$ cat src/rtl/mram_controller.sv
// mram_controller
// Sequences single-port MRAM strobes (asynchronous read, clocked write) from a
// valid/ready host port, one access in flight at a time.
// Access flow: IDLE -> SETUP -> ACCESS (READ_WAIT or WRITE_PULSE cycles) -> HOLD -> IDLE.
// Every output is registered; the *_d values describe the state being entered.
// Optional: define MRAM_CTRL_STATS_EN to add saturating 16-bit completion
// counters stat_reads / stat_writes.
module mram_controller #(
    parameter int ADDR_WIDTH  = 20,
    parameter int DATA_WIDTH  = 16,
    parameter int READ_WAIT   = 2,
    parameter int WRITE_PULSE = 1
) (
    input  logic                  clk,
    input  logic                  rst,
    input  logic                  req_valid,
    output logic                  req_ready,
    input  logic                  req_write,
    input  logic [ADDR_WIDTH-1:0] req_addr,
    input  logic [DATA_WIDTH-1:0] req_wdata,
    input  logic [1:0]            req_be,
    output logic                  rsp_valid,
    output logic [DATA_WIDTH-1:0] rsp_rdata,
    output logic                  mram_e_n,
    output logic                  mram_g_n,
    output logic                  mram_w_n,
    output logic                  mram_lb_n,
    output logic                  mram_ub_n,
    output logic [ADDR_WIDTH-1:0] mram_address,
    output logic [DATA_WIDTH-1:0] mram_dqi,
    input  logic [DATA_WIDTH-1:0] mram_dqo
`ifdef MRAM_CTRL_STATS_EN
    ,
    output logic [15:0]           stat_reads,
    output logic [15:0]           stat_writes
`endif
);

    localparam int LANE_WIDTH = DATA_WIDTH / 2;
    localparam int MAX_LEN    = (READ_WAIT > WRITE_PULSE) ? READ_WAIT : WRITE_PULSE;
    localparam int CNT_WIDTH  = (MAX_LEN > 1) ? $clog2(MAX_LEN) : 1;

    typedef enum logic [1:0] {
        S_IDLE   = 2'd0,
        S_SETUP  = 2'd1,
        S_ACCESS = 2'd2,
        S_HOLD   = 2'd3
    } state_t;

    state_t                state_q, state_d;
    logic [CNT_WIDTH-1:0]  cnt_q, cnt_d;
    logic                  write_q, write_d;
    logic [1:0]            be_q, be_d;
    logic [ADDR_WIDTH-1:0] addr_q, addr_d;
    logic [DATA_WIDTH-1:0] wdata_q, wdata_d;

    logic                  req_ready_q, req_ready_d;
    logic                  rsp_valid_q, rsp_valid_d;
    logic [DATA_WIDTH-1:0] rsp_rdata_q, rsp_rdata_d;
    logic                  e_n_q, e_n_d;
    logic                  g_n_q, g_n_d;
    logic                  w_n_q, w_n_d;
    logic                  lb_n_q, lb_n_d;
    logic                  ub_n_q, ub_n_d;

    logic                  accept;
    logic [CNT_WIDTH-1:0]  last_cnt;
    logic [DATA_WIDTH-1:0] lane_mask;

    assign accept    = req_valid & req_ready_q;
    assign last_cnt  = write_q ? CNT_WIDTH'(WRITE_PULSE - 1) : CNT_WIDTH'(READ_WAIT - 1);
    assign lane_mask = {{LANE_WIDTH{be_q[1]}}, {LANE_WIDTH{be_q[0]}}};

    // State register plus the captured request that is in flight.
    always_ff @(posedge clk) begin
        // NOTE: non-blocking assignments so every flop samples pre-edge values.
        if (rst) begin
            state_q <= S_IDLE;
            cnt_q   <= '0;
            write_q <= 1'b0;
            be_q    <= 2'b00;
            addr_q  <= '0;
            wdata_q <= '0;
        end else begin
            state_q <= state_d;
            cnt_q   <= cnt_d;
            write_q <= write_d;
            be_q    <= be_d;
            addr_q  <= addr_d;
            wdata_q <= wdata_d;
        end
    end

    // Next state, ACCESS cycle counter and request capture on accept.
    always_comb begin
        // NOTE: every signal gets its held value first so no path infers a latch.
        state_d = state_q;
        cnt_d   = cnt_q;
        write_d = write_q;
        be_d    = be_q;
        addr_d  = addr_q;
        wdata_d = wdata_q;
        case (state_q)
            S_IDLE: begin
                if (accept) begin
                    state_d = S_SETUP;
                    write_d = req_write;
                    be_d    = req_be;
                    addr_d  = req_addr;
                    wdata_d = req_wdata;
                end
            end
            S_SETUP: begin
                state_d = S_ACCESS;
                cnt_d   = '0;
            end
            S_ACCESS: begin
                if (cnt_q == last_cnt) begin
                    state_d = S_HOLD;
                end else begin
                    cnt_d = cnt_q + CNT_WIDTH'(1);
                end
            end
            S_HOLD:  state_d = S_IDLE;
            default: state_d = S_IDLE;
        endcase
    end

    // Output values for the state being entered; w_n and g_n are never low together.
    always_comb begin
        req_ready_d = (state_d == S_IDLE);
        rsp_valid_d = (state_d == S_HOLD);
        rsp_rdata_d = '0;
        e_n_d       = 1'b1;
        g_n_d       = 1'b1;
        w_n_d       = 1'b1;
        lb_n_d      = 1'b1;
        ub_n_d      = 1'b1;
        // A request with no byte lanes runs the full timeline without touching the array.
        if ((state_d == S_SETUP || state_d == S_ACCESS) && (be_d != 2'b00)) begin
            e_n_d  = 1'b0;
            lb_n_d = ~be_d[0];
            ub_n_d = ~be_d[1];
            if (write_d) begin
                w_n_d = (state_d != S_ACCESS);
            end else begin
                g_n_d = 1'b0;
            end
        end
        // Read data is captured on the edge that closes the last ACCESS cycle;
        // disabled lanes are forced to zero rather than passing a floating bus.
        if (state_q == S_ACCESS && state_d == S_HOLD && !write_q) begin
            rsp_rdata_d = mram_dqo & lane_mask;
        end
    end

    // Output registers; reset parks every strobe inactive and drops any pending response.
    always_ff @(posedge clk) begin
        if (rst) begin
            req_ready_q <= 1'b0;
            rsp_valid_q <= 1'b0;
            rsp_rdata_q <= '0;
            e_n_q       <= 1'b1;
            g_n_q       <= 1'b1;
            w_n_q       <= 1'b1;
            lb_n_q      <= 1'b1;
            ub_n_q      <= 1'b1;
        end else begin
            req_ready_q <= req_ready_d;
            rsp_valid_q <= rsp_valid_d;
            rsp_rdata_q <= rsp_rdata_d;
            e_n_q       <= e_n_d;
            g_n_q       <= g_n_d;
            w_n_q       <= w_n_d;
            lb_n_q      <= lb_n_d;
            ub_n_q      <= ub_n_d;
        end
    end

    assign req_ready    = req_ready_q;
    assign rsp_valid    = rsp_valid_q;
    assign rsp_rdata    = rsp_rdata_q;
    assign mram_e_n     = e_n_q;
    assign mram_g_n     = g_n_q;
    assign mram_w_n     = w_n_q;
    assign mram_lb_n    = lb_n_q;
    assign mram_ub_n    = ub_n_q;
    assign mram_address = addr_q;
    assign mram_dqi     = wdata_q;

`ifdef MRAM_CTRL_STATS_EN
    logic [15:0] stat_reads_q, stat_reads_d;
    logic [15:0] stat_writes_q, stat_writes_d;

    // Saturating completion counters, bumped on the edge that raises rsp_valid.
    always_comb begin
        stat_reads_d  = stat_reads_q;
        stat_writes_d = stat_writes_q;
        if (rsp_valid_d) begin
            if (write_q) begin
                if (stat_writes_q != 16'hFFFF) stat_writes_d = stat_writes_q + 16'd1;
            end else begin
                if (stat_reads_q != 16'hFFFF) stat_reads_d = stat_reads_q + 16'd1;
            end
        end
    end

    // Counter registers, cleared by reset.
    always_ff @(posedge clk) begin
        if (rst) begin
            stat_reads_q  <= 16'd0;
            stat_writes_q <= 16'd0;
        end else begin
            stat_reads_q  <= stat_reads_d;
            stat_writes_q <= stat_writes_d;
        end
    end

    assign stat_reads  = stat_reads_q;
    assign stat_writes = stat_writes_q;
`endif

endmodule
$ cat config.mk
export PLATFORM = sky130hd
export DESIGN_NAME = mram_controller
export DESIGN_NICKNAME = d
export VERILOG_FILES = /design/src/rtl/mram_controller.sv
export SDC_FILE = /design/constraint.sdc
export NUM_CORES = 1
export LEC_CHECK = 0
export ABC_AREA = 1
export CORE_MARGIN = 2
export CORE_UTILIZATION = 24
export DETAILED_ROUTE_END_ITERATION = 8
export PLACE_DENSITY = 0.5
export REMOVE_ABC_BUFFERS = 1
export SYNTH_ARGS = -nofsm -noshare
export SYNTH_HDL_FRONTEND = slang
export SYNTH_SLANG_ARGS = --single-unit
$ cat constraint.sdc
create_clock -name clk -period 1.5 [get_ports clk]
set_input_delay 0.375 -clock clk [delete_from_list [all_inputs] [get_ports clk]]
set_output_delay 0.375 -clock clk [all_outputs]
set_load 0.1 [all_outputs]
# After elaboration in Yosys (flattened, before gate mapping)
# Cells that the tools add are included.
# op_classes
muxes,12
n_eq_ne,9
reduce_logical,14
bitwise_logic,7
add_sub_neg,1
# op_table
op,count
$and A16 B16 Y16,1
$eq A2 B2 Y1 const B,4
$mux W2,4
$pmux W2 S4,1
$mux W1,6
$not A1 Y1,5
$eq A2 B1 Y1 const B,2
$logic_not A2 Y1,2
$ne A2 B2 Y1 const B,2
$reduce_and A2 Y1,2
$reduce_bool A2 Y1,2
$reduce_or A2 Y1,2
$logic_and A1 B1 Y1,3
$reduce_or A3 Y1,1
$pmux W1 S2,1
$add A1 B1 Y1 const B,1
$and A1 B1 Y1,1
$eq A1 B1 Y1,1
$logic_not A1 Y1,1
$logic_or A1 B1 Y1,1
# word_totals
inputBits,58
wordCells,57
register_bits,65

# Depth between registers and ports, before layout
# Gate-level depths: netlist (run 1).
# depth
word_depth,9
ltp_mapped,11
ltp_nobuf,10

# Worst setup path after synthesis (run 1)
# Ideal clock, no wire load.
# synth_timing
path_kind,reg-to-reg
start,register req_ready_q (netlist: req_ready)
end,register rsp_rdata_q[0] (netlist: rsp_rdata[0])
required_time_ns,1.436
setup_ns,0.064
n_path_buf,1
slack_ns,-0.481
stages_incl_launch_ff,11
t_arrival_ns,1.917
cell_sequence,dfxtp_1 nand2_1 nand2_1 nand2_1 nand2_1 ha_1 inv_1 nor2_2 nand2_2 buf_2 nor2_1
# synth_between
elab_chain_cells,8
# synth_rtl
item,line_no,source
"start, declared",57,"logic req_ready_q, req_ready_d;"
"start signal, assigned",169,req_ready_q <= req_ready_d;
$and A1 B1 Y1,70,assign accept = req_valid & req_ready_q;
$mux W2,105,if (accept) begin
$pmux W2 S4,103,case (state_q)
via state_d[0],50,"state_t state_q, state_d;"
$eq A2 B2 Y1,-,
via rsp_valid_d,58,"logic rsp_valid_q, rsp_valid_d;"
$logic_and A1 B1 Y1 (2 in a row),152,if (state_q == S_ACCESS && state_d == S_HOLD && !write_q) begin
$not A1 Y1 (no line),-,
$reduce_or A2 Y1 (no line),-,
"end signal, assigned",171,rsp_rdata_q <= rsp_rdata_d;
"end, declared",59,"logic [DATA_WIDTH-1:0] rsp_rdata_q, rsp_rdata_d;"
# The timed path passes the listed nets, and every way through them passes these cells.
# A chain may end at the register's enable or synchronous reset.

# Worst setup path after layout (run 1)
# layout_timing
start,register state_q[1]
end,register rsp_rdata_q[7] (netlist: rsp_rdata[7])
# layout_between
elab_chain_cells,7
word_cells_on_any_way,12
cone_classes,eq/ne (4); mux (3); bitwise (1); reduce/logical (4)
# layout_rtl
item,line_no,source
"start, declared",50,
"start signal, assigned",85,state_q <= state_d;
$eq A2 B2 Y1 (tied with other cells),103,
$pmux W2 S4 (*),103,
via state_d[1],50,
$eq A2 B2 Y1 (*),-,
via rsp_valid_d,58,
$logic_and A1 B1 Y1 (*) (2 in a row),152,
$not A1 Y1 (no line) (*),-,
$reduce_or A2 Y1 (no line) (*),-,
# Mark *: on every way through the listed nets, which the timed path passes. The rest lies on a longest branch.

==> results of run 1 <==
==> per-stage QoR <==
stage | setup TNS (ps) | total power [W] | setup slack, ps | cells
after floorplan | -54930 | 0.00461 | -1140 | 266
after global placement | -15000 | 0.00636 | -332 | 541
after detailed placement | -16430 | 0.00639 | -372 | 541
after CTS | 0 | 0.00788 | 3.62 | 558
after global routing | -297 | 0.00826 | -31.0 | 558
final | 0 | 0.00786 | 38.2 | 558
==> flip-flops by register name, indices dropped and copies added, names as in the netlist, 2 cells and up <==
name and cells:
mram_address 20, state_q 2, mram_dqi 16, rsp_rdata 16, be_q 2
==> final cells by class <==
type | count | area (µm²)
clock inverter | 3 | 40.0
tap | 133 | 166
timing repair buffer | 143 | 2050
sequential | 65 | 1310
multi-input combinational | 146 | 856
clock buffer | 13 | 149
fill | 911 | 4910
inverter | 55 | 209
==> power by group <==
part | switching [W] | total [W] | internal (W)
clock | 0.000625 | 0.00144 | 0.000810
combinational | 0.00255 | 0.00412 | 0.00157
sequential | 0.000286 | 0.00231 | 0.00202
total | 0.00346 | 0.00786 | 0.00440
==> critical path: stages, from the launching register on <==
cell and delay (ps):
dfxtp_2 360, inv_2 60, ha_2 340, ha_2 170
inv_2 40, nor2_4 100, nand2_4 80, buf_12 160
nor2_2 90
==> cell usage after synthesis, drive strengths merged <==
cell type  number
dfxtp          65
inv            55
a21oi          38
o21ai          36
nand2          32
nor2           22
buf            10
ha              7
clkbuf          5
nand3           4
nand4           4
nor3            1
nor3b           1
o21a            1
==> logic make-up after synthesis <==
| logic type | synth area share |
|---|---|
| AO/OA/AOI/OAI | 0.161 |
| buffers and inverters | 0.129 |
| flip-flops | 0.550 |
| AND/OR/NAND/NOR | 0.123 |
| adder cells (fa/ha/maj) | 0.0370 |
==> routing by layer <==
| metal | GRT usage | vias up | share of wire |
|---|---|---|---|
| li1 | - | 1155 | - |
| met1 | 0.156 | 1020 | 0.42 |
| met2 | 0.203 | 47 | 0.51 |
| met3 | 0.0356 | 8 | 0.045 |
| met4 | 0.0486 | 0 | 0.022 |
| met5 | 0 | - | 0 |
==> worst paths after layout <==
path	startpoint	cells past startpoint	endpoint
worst min register to register	mram_address[2]$_SDFFE_PP0P_	2	mram_address[2]$_SDFFE_PP0P_
worst min-delay path	mram_address[2]$_SDFFE_PP0P_	2	mram_address[2]$_SDFFE_PP0P_
worst max-delay path	state_q[1]$_SDFF_PP0_	8	rsp_rdata[7]$_SDFF_PP0_
worst max register to register	state_q[1]$_SDFF_PP0_	8	rsp_rdata[7]$_SDFF_PP0_
==> timing repair <==
action | 4_1_cts | 5_1_grt
pin swaps | 2 | 4
endpoints found under the setup margin | 21 | 24
buffers inserted | 1 | 0
gates cloned | 0 | 0
resized for setup | 11 | 30
==> impl_results.md, run 1 <==
- Syn Std Cell Area: 2370 µm²
- Least-Margin Pin Slew: between 300 and 400 ps
- Clk pin slew, worst setup/hold paths: about 70 ps
- DP Area: between 4000 and 5000 µm²
- Gate Count Post-Synth: ~280
- Total track usage: 0.125
- #FFs+latches synth: 65
- Antenna violations before repair: 0
- Pleak: around 1.9 nW
- Commonest non-fill, non-tap cell in the layout: buf_12
- Syn avg cell area: 8.42 µm²
- Most frequent cells in the layout: buf_12, dfxtp_1, clkdlybuf4s50_1
- DR iter-0 viols: 34
- PortBufs: about 120
- RSZ-0062 raised after global routing: yes
- Synth top area cells: dfxtp_1, inv_1, a21oi_1
- Critical path arrival: between 1500 and 2000 ps
- Period minus WS final: roughly 1500 ps
- Final cell utilization of the core: 0.493
- Max Cap Violations: 0
- Total CTS buffers: 9
- Final #Nets: 485
- Vias in the first global route: approximately 2,100
- CTS tree: yes
- Final setup violating endpoints: 0
- Critical Path Start Type: register
- Yosys cell types: 24
- Clock Tree Buf Depth: 2
- Pwr dens: approximately 1600 nW/µm²
- Global-route wire length before repair: between 10 and 15 mm
- Kind of critical path: reg -> reg
- Fmax: 684 MHz
- Synth warnings: 0
- Initial Utilization: 0.244
- Status: finished clean
- Vias: approximately 2,200
- IO Pins: ~120
- Skew-Pair Late Insertion Delay: around 330 ps
- Critical path fanouts, max: 8
- Worst EP required: between 1500 and 2000 ps
- Remaining DRCs: 0
- Pin count of the biggest net entering global routing: 28
- Hold Fails Final Rpt: 0
- Vert. Die Dim: around 100 µm
- Fin crit share: 0.975
- Total global routing overflow: 0
- Share of cells above drive strength 1: 0.315
- Hold Crit Class: reg -> reg
- Vias per inst: ~4.0
- Root Buffer: clkbuf_8
- Sequential area share after synthesis: 0.550
- Antenna Nets Post-Route: 0
- Antenna Cells: 0
- Synth top area share: 0.550
- Maximum VDD drop: between 0.6 and 0.7 mV
- Die area: about 11,000 µm²
- CTS sink count: 65
- Avg WL per Cell: about 12 µm
- Final Skew: ~6.6 ps
- FP Rows: 36
- Design area: 4770 µm²
- Gpl congestion: about 0.77
- Reg2reg setup slack: ~38 ps
- Post-DP HPWL: 5.10 mm
- Hold Buf Count CTS: 0
- Detailed Routing Iterations Pass 1: 4
- Final wirelength: about 6.6 mm
- Htree depth: 3
- Fin Hold WS: roughly 480 ps
- Core Area: between 9000 and 10,000 µm²
- Worst relative slew slack: 0.796
- Die X-Extent: around 100 µm
- Synth area leader: dfxtp_1
- Synth-to-layout area growth: 102%
- Crit end category: register
- Final Slew Violations: 0
Note: power is estimated with default switching activity, not from simulation.
==> run 2, diff against run 1 <==
Settings changed: SETUP_SLACK_MARGIN from default to 0.4.
==> impl_results.md, run 2 (synthesis results as in run 1) <==
- Critical Path Start Type: register
- Htree depth: 3 (unchanged)
- Antenna violations before repair: 0 (unchanged)
- Hold endpoint: mram_dqi[9]$_SDFFE_PP0P_
- Hold Fails Final Rpt: 0 (unchanged)
- Maximum VDD drop: 0.598 mV (-4.5%)
- Final Skew: 12.8 ps (+6.24 ps)
- Worst r2r src: write_q$_SDFF_PP0_
- Final wirelength: 7.87 mm (+19%)
- Kind of critical path: reg -> reg
- Most frequent cells in the layout: buf_12, dfxtp_2, clkdlybuf4s50_1
- IO Pins: 117 (unchanged)
- Worst relative slew slack: 0.826 (+0.0299)
- Fin Hold WS: 460 ps (-18.6 ps)
- Final #Nets: 515 (+6.2%)
- Vias in the first global route: 2,472 (+20%)
- Avg WL per Cell: 13.4 µm (+13%)
- Hold path startpoint: mram_dqi[9]$_SDFFE_PP0P_
- PortBufs: 116 (unchanged)
- Total CTS buffers: 9 (unchanged)
- CTS sink count: 65 (unchanged)
- CTS tree: yes
- Skew-Pair Late Insertion Delay: 330 ps (about the same)
- Critical path arrival: 1730 ps (about the same)
- Max reg flops: 20 (unchanged)
- Critical path fanouts, max: 3 (-5)
- Vias per inst: 4.15 (+4.0%)
- Fin crit share: 0.993 (+0.0189)
- Final setup violating endpoints: 0 (unchanged)
- Clk pin slew, worst setup/hold paths: 70 ps (about the same)
- Critical Path Most Common Cell: buf_4
- Worst EP required: 1740 ps (-30 ps)
- Antenna Nets Post-Route: 0 (unchanged)
- Initial Utilization: 0.244 (unchanged)
- Detailed Routing Iterations Pass 1: 4 (unchanged)
- Die area: 10,700 µm² (unchanged)
- RSZ-0062 raised after global routing: yes
- Antenna Cells: 0 (unchanged)
- Worst Reg-to-Reg Cells: 11 (+3)
- Delay-heaviest family, CP: buffers and inverters
- Filler instances: 811 (-11%)
- Crit-path slowest cell: dfxtp_2
- CP bufs+invs: 5 (+2)
- Max Cap Violations: 0 (unchanged)
- CP max stage delay: 370 ps (about the same)
- Synth-to-layout area growth: 135%
- Total track usage: 0.150 (+0.0258)
- FP Rows: 36 (unchanged)
- Total global routing overflow: 0 (unchanged)
- Reg2reg setup slack: 10 ps (-30 ps)
- Share of cells above drive strength 1: 0.609 (+0.293)
- DR iter-0 viols: 38 (+12%)
- Remaining DRCs: 0 (unchanged)
- Post-DP HPWL: 5.10 mm (unchanged)
- Least-Margin Pin Slew: 260 ps (-44.1 ps)
- Gpl congestion: 0.765 (unchanged)
- CP Cell Sequence: inv_1 > nand2_1 > nand3_2 > nand3_4 > nand2_4 > ha_4 > inv_2 > nor2_4 > buf_4 > buf_4 > buf_6
- Pwr dens: 1620 nW/µm² (-1.9%)
- Hold Path Stages: 2 (unchanged)
- Pleak: 2.20 nW (+16%)
- Pin count of the biggest net entering global routing: 21 (-25%)
- Status: finished clean
- Core Area: 9680 µm² (unchanged)
- Reg2reg end: rsp_valid$_SDFF_PP0_
- Clock Tree Buf Depth: 2 (unchanged)
- Vert. Die Dim: 103 µm (unchanged)
- Die X-Extent: 103 µm (unchanged)
- Commonest non-fill, non-tap cell in the layout: buf_12
- Vias: 2,443 (+9.6%)
- Crit end category: register
- Root Buffer: clkbuf_8
- Final cell utilization of the core: 0.574 (+0.0806)
- Global-route wire length before repair: 12.2 mm (+22%)
- Final Slew Violations: 0 (unchanged)
- Fmax: 671 MHz (-1.9%)
- Period minus WS final: 1490 ps (+28.4 ps)
- Hold Crit Class: reg -> reg
-- run 2: cell types whose count changed in the layout (fill, tap and decap cells not counted), moves of 5 or more --
cell     before  now
a21oi_1      36   22
a21oi_2       2   16
buf_16        0    7
buf_4        18   31
buf_6         2   10
dfxtp_1      62    3
dfxtp_2       3   58
nand2_4       2    7
o21ai_0      32    0
o21ai_2       0   33
-- run 2: worst max path at each step --
stage,slack (ps),to,startpoint,depth (start not counted)
after floorplan,-1140,mram_e_n$_SDFF_PP1_,req_ready$_SDFF_PP0_,5
after global placement,-330,rsp_rdata[5]$_SDFF_PP0_,req_valid,11
after detailed placement,-370,rsp_rdata[10]$_SDFF_PP0_,req_valid,11
after CTS,70,rsp_rdata[6]$_SDFF_PP0_,state_q[0]$_SDFF_PP0_,11
after global routing,-60,rsp_valid$_SDFF_PP0_,write_q$_SDFF_PP0_,11
final,10,rsp_valid$_SDFF_PP0_,write_q$_SDFF_PP0_,11
-- run 2: power breakdown --
part           switching, W  total (W)  internal (W)
Sequential         0.000287    0.00237       0.00208
Clock              0.000645    0.00146      0.000811
Combinational       0.00296    0.00515       0.00219
Total               0.00389    0.00897       0.00508
-- run 2: metal layers --
layer  track usage  routed length (µm)  vias to the layer above  part of all wire
li1              -                   -                     1212                 -
met1         0.172                3090                     1151              0.39
met2         0.265                4200                       61              0.53
met3        0.0397                 328                       19             0.042
met4        0.0628                 255                        0             0.032
met5             0                   0                        -                 0
-- run 2: timing repair --
action                     CTS  global route
resized for setup          198            20
hold buffers                 0             0
pin swaps                   25             2
setup endpoints to repair  122           123
gates cloned                 7             0
setup buffers               12            12
-- run 2: layout make-up --
cell class | count | area, µm² | area share
flip-flops and latches | 65 | 1390 | 0.250
inverters | 55 | 216 | 0.0390
clock inverters | 3 | 40.0 | 0.00721
repair buffers | 173 | 2460 | 0.443
well taps | 133 | 166 | 0.0300
multi-input cells | 146 | 1130 | 0.204
clock buffers | 13 | 149 | 0.0268
-- run 2: metrics by stage --
step	setup TNS [ps]	setup slack, ps	instances	instance area (µm²)	total power, W
6_report	0	9.85	588	5550	0.00897
3_5_place_dp	-16430	-372	541	4460	0.00639
2_1_floorplan	-54930	-1140	266	2270	0.00461
3_3_place_gp	-15000	-332	541	4460	0.00636
5_1_grt	-552	-56.3	588	5550	0.00936
4_1_cts	0	70.2	576	5410	0.00881
-- run 2: worst register-to-register path, stage by stage (launching register included) --
cell,delay [ps]
dfxtp_2,370
inv_1,90
nand2_1,90
nand3_2,90
nand3_4,120
nand2_4,60
ha_4,160
inv_2,60
nor2_4,40
buf_4,120
buf_4,120
buf_6,100
==> run 3, diff against run 2 <==
Settings changed: CORE_ASPECT_RATIO from default to 0.8, SLEW_MARGIN from default to 0, TNS_END_PERCENT from default to 30.
==> impl_results.md, run 3 (synthesis results as in run 1) <==
- IO Pins: 117 (unchanged)
- Max Cap Violations: 0 (unchanged)
- Most frequent cells in the layout: buf_12, clkdlybuf4s50_1, inv_1
- Logic gate share of total power: 0.505 (-0.069)
- Critical Path Start Type: register
- Period minus WS final: 1450 ps (-43.5 ps)
- FP Rows: 32 (-11%)
- Hold Crit Class: reg -> reg
- Core Area: 9610 µm² (-0.78%)
- CTS tree: yes
- DR iter-0 viols: 53 (+39%)
- Clock Tree Buf Depth: 2 (unchanged)
- Net Switching: 0.00396 W (+1.7%)
- Total CTS buffers: 9 (unchanged)
- Flop pwr share: 0.242 (-0.022)
- Antenna Cells: 0 (unchanged)
- Vert. Die Dim: 92.8 µm (-10%)
- Remaining DRCs: 0 (unchanged)
- Crit end category: register
- Critical path fanouts, max: 8 (+5)
- Worst r2r src: state_q[0]$_SDFF_PP0_
- Share of cells above drive strength 1: 0.498 (-0.111)
- Max reg flops: 20 (unchanged)
- Vias in the first global route: 2,456 (-0.65%)
- Synth-to-layout area growth: 127%
- Detailed Routing Iterations Pass 1: 4 (unchanged)
- Gpl congestion: 0.771 (+0.78%)
- Reg2reg end: rsp_rdata[0]$_SDFF_PP0_
- Final Slew Violations: 0 (unchanged)
- Worst relative slew slack: 0.787 (-0.0395)
- Maximum VDD drop: 0.897 mV (+50%)
- Int Pwr: 0.00581 W (+14%)
- Total global routing overflow: 0 (unchanged)
- Critical path arrival: 1710 ps (-20 ps)
- Kind of critical path: reg -> reg
- Status: finished clean
- Vias: 2,334 (-4.5%)
- Htree depth: 3 (unchanged)
- CTS sink count: 65 (unchanged)
- Fin Hold WS: 461 ps (+1.01 ps)
- Hold Fails Final Rpt: 0 (unchanged)
- Fin crit share: 0.964 (-0.0290)
- Hold endpoint: mram_dqi[1]$_SDFFE_PP0P_
- Avg WL per Cell: 14.8 µm (+11%)
- Global-route wire length before repair: 13.2 mm (+8.7%)
- Commonest non-fill, non-tap cell in the layout: buf_12
- Final TNS setup: 0 ps (unchanged)
- Final wirelength: 8.26 mm (+5.0%)
- Reg2reg setup slack: 50 ps (+40 ps)
- Total track usage: 0.165 (+0.0143)
- Antenna violations before repair: 0 (unchanged)
- Initial Utilization: 0.246 (+0.00191)
- Switching share of total power: 0.405 (-0.0286)
- Pin count of the biggest net entering global routing: 37 (+76%)
- Die area: 10,700 µm² (about the same)
- Root Buffer: clkbuf_16
- Pwr dens: 1820 nW/µm² (+12%)
- Power Total: 0.00977 W (+8.9%)
- Skew-Pair Late Insertion Delay: 330 ps (about the same)
- Clock power share: 0.253 (+0.091)
- Hold Buf Count CTS: 0 (unchanged)
- Worst EP required: 1760 ps (+20 ps)
- Post-DP HPWL: 4.77 mm (-6.3%)
- Hold path startpoint: mram_dqi[1]$_SDFFE_PP0P_
- PortBufs: 116 (unchanged)
- Fmax: 691 MHz (+3.0%)
- Pleak: 2.16 nW (-2.0%)
- Least-Margin Pin Slew: 319 ps (+59.1 ps)
- Non-filler cells, final: 557 (-5.3%)
- Placed insts: 520 (-3.9%)
- Final setup violating endpoints: 0 (unchanged)
- Final Skew: 10.8 ps (-1.98 ps)
- Final cell utilization of the core: 0.560 (-0.0132)
- Vias per inst: 4.19 (+0.86%)
- Worst Reg-to-Reg Cells: 11 (unchanged)
- Clk pin slew, worst setup/hold paths: 60 ps (about the same)
- Final #Nets: 498 (-3.3%)
- RSZ-0062 raised after global routing: yes
- Die X-Extent: 115 µm (+11%)
- Hold Path Stages: 2 (unchanged)
- Antenna Nets Post-Route: 0 (unchanged)
## run 3: layer usage
metal  track usage  part of all wire  vias to the layer above
li1              -                 -                     1185
met1         0.202              0.44                     1086
met2         0.275              0.51                       54
met3        0.0497             0.045                        9
met4        0.0522             0.013                        0
met5             0                 0                        -
## run 3: cell type report
class,count,area [µm²]
fill,822,4230
timing repair buffer,156,2330
sequential,65,1360
multi-input combinational,146,990
clock buffer,10,239
inverter,55,209
tap,119,149
clock inverter,6,115
## run 3: stage by stage
stage / setup WS [ps] / instance area [µm²]
floorplan: -1140 / 2270
global placement: -304 / 4340
detailed placement: -339 / 4340
CTS: 43.5 / 5270
global route: -28.7 / 5380
finish: 53.3 / 5380
## run 3: power by group through the flow
stage / combinational [W] / sequential (W) / clock (W)
after global placement: 0.00390 / 0.00233 / 0
after floorplan: 0.000650 / 0.00396 / 0
after global routing: 0.00517 / 0.00241 / 0.00262
after detailed placement: 0.00391 / 0.00234 / 0
after CTS: 0.00483 / 0.00231 / 0.00253
final: 0.00494 / 0.00237 / 0.00247
## run 3: worst max path at each step
| stage | startpoint | slack (ps) | depth (start not counted) | endpoint |
|---|---|---|---|---|
| detailed placement | req_valid | -340 | 11 | rsp_rdata[9]$_SDFF_PP0_ |
| global route | state_q[0]$_SDFF_PP0_ | -30 | 11 | rsp_rdata[0]$_SDFF_PP0_ |
| CTS | state_q[0]$_SDFF_PP0_ | 40 | 11 | rsp_rdata[0]$_SDFF_PP0_ |
| finish | state_q[0]$_SDFF_PP0_ | 50 | 11 | rsp_rdata[0]$_SDFF_PP0_ |
| global placement | req_valid | -300 | 9 | mram_g_n$_SDFF_PP1_ |
| floorplan | req_ready$_SDFF_PP0_ | -1140 | 5 | mram_e_n$_SDFF_PP1_ |
## run 3: what timing repair did
action	CTS	global route
setup buffers	12	0
resized for setup	76	72
setup endpoints to repair	123	123
pin swaps	20	2
gates cloned	9	0
## run 3: critical path, cell delays in order, from the launching register on
cell     delay (ps)
dfxtp_2         350
inv_4            70
ha_4            170
inv_2            60
nand3_4          80
nand2_4          80
ha_4            120
inv_2            40
nor2_4          110
nand2_4          80
buf_8           140
nor2_2           90
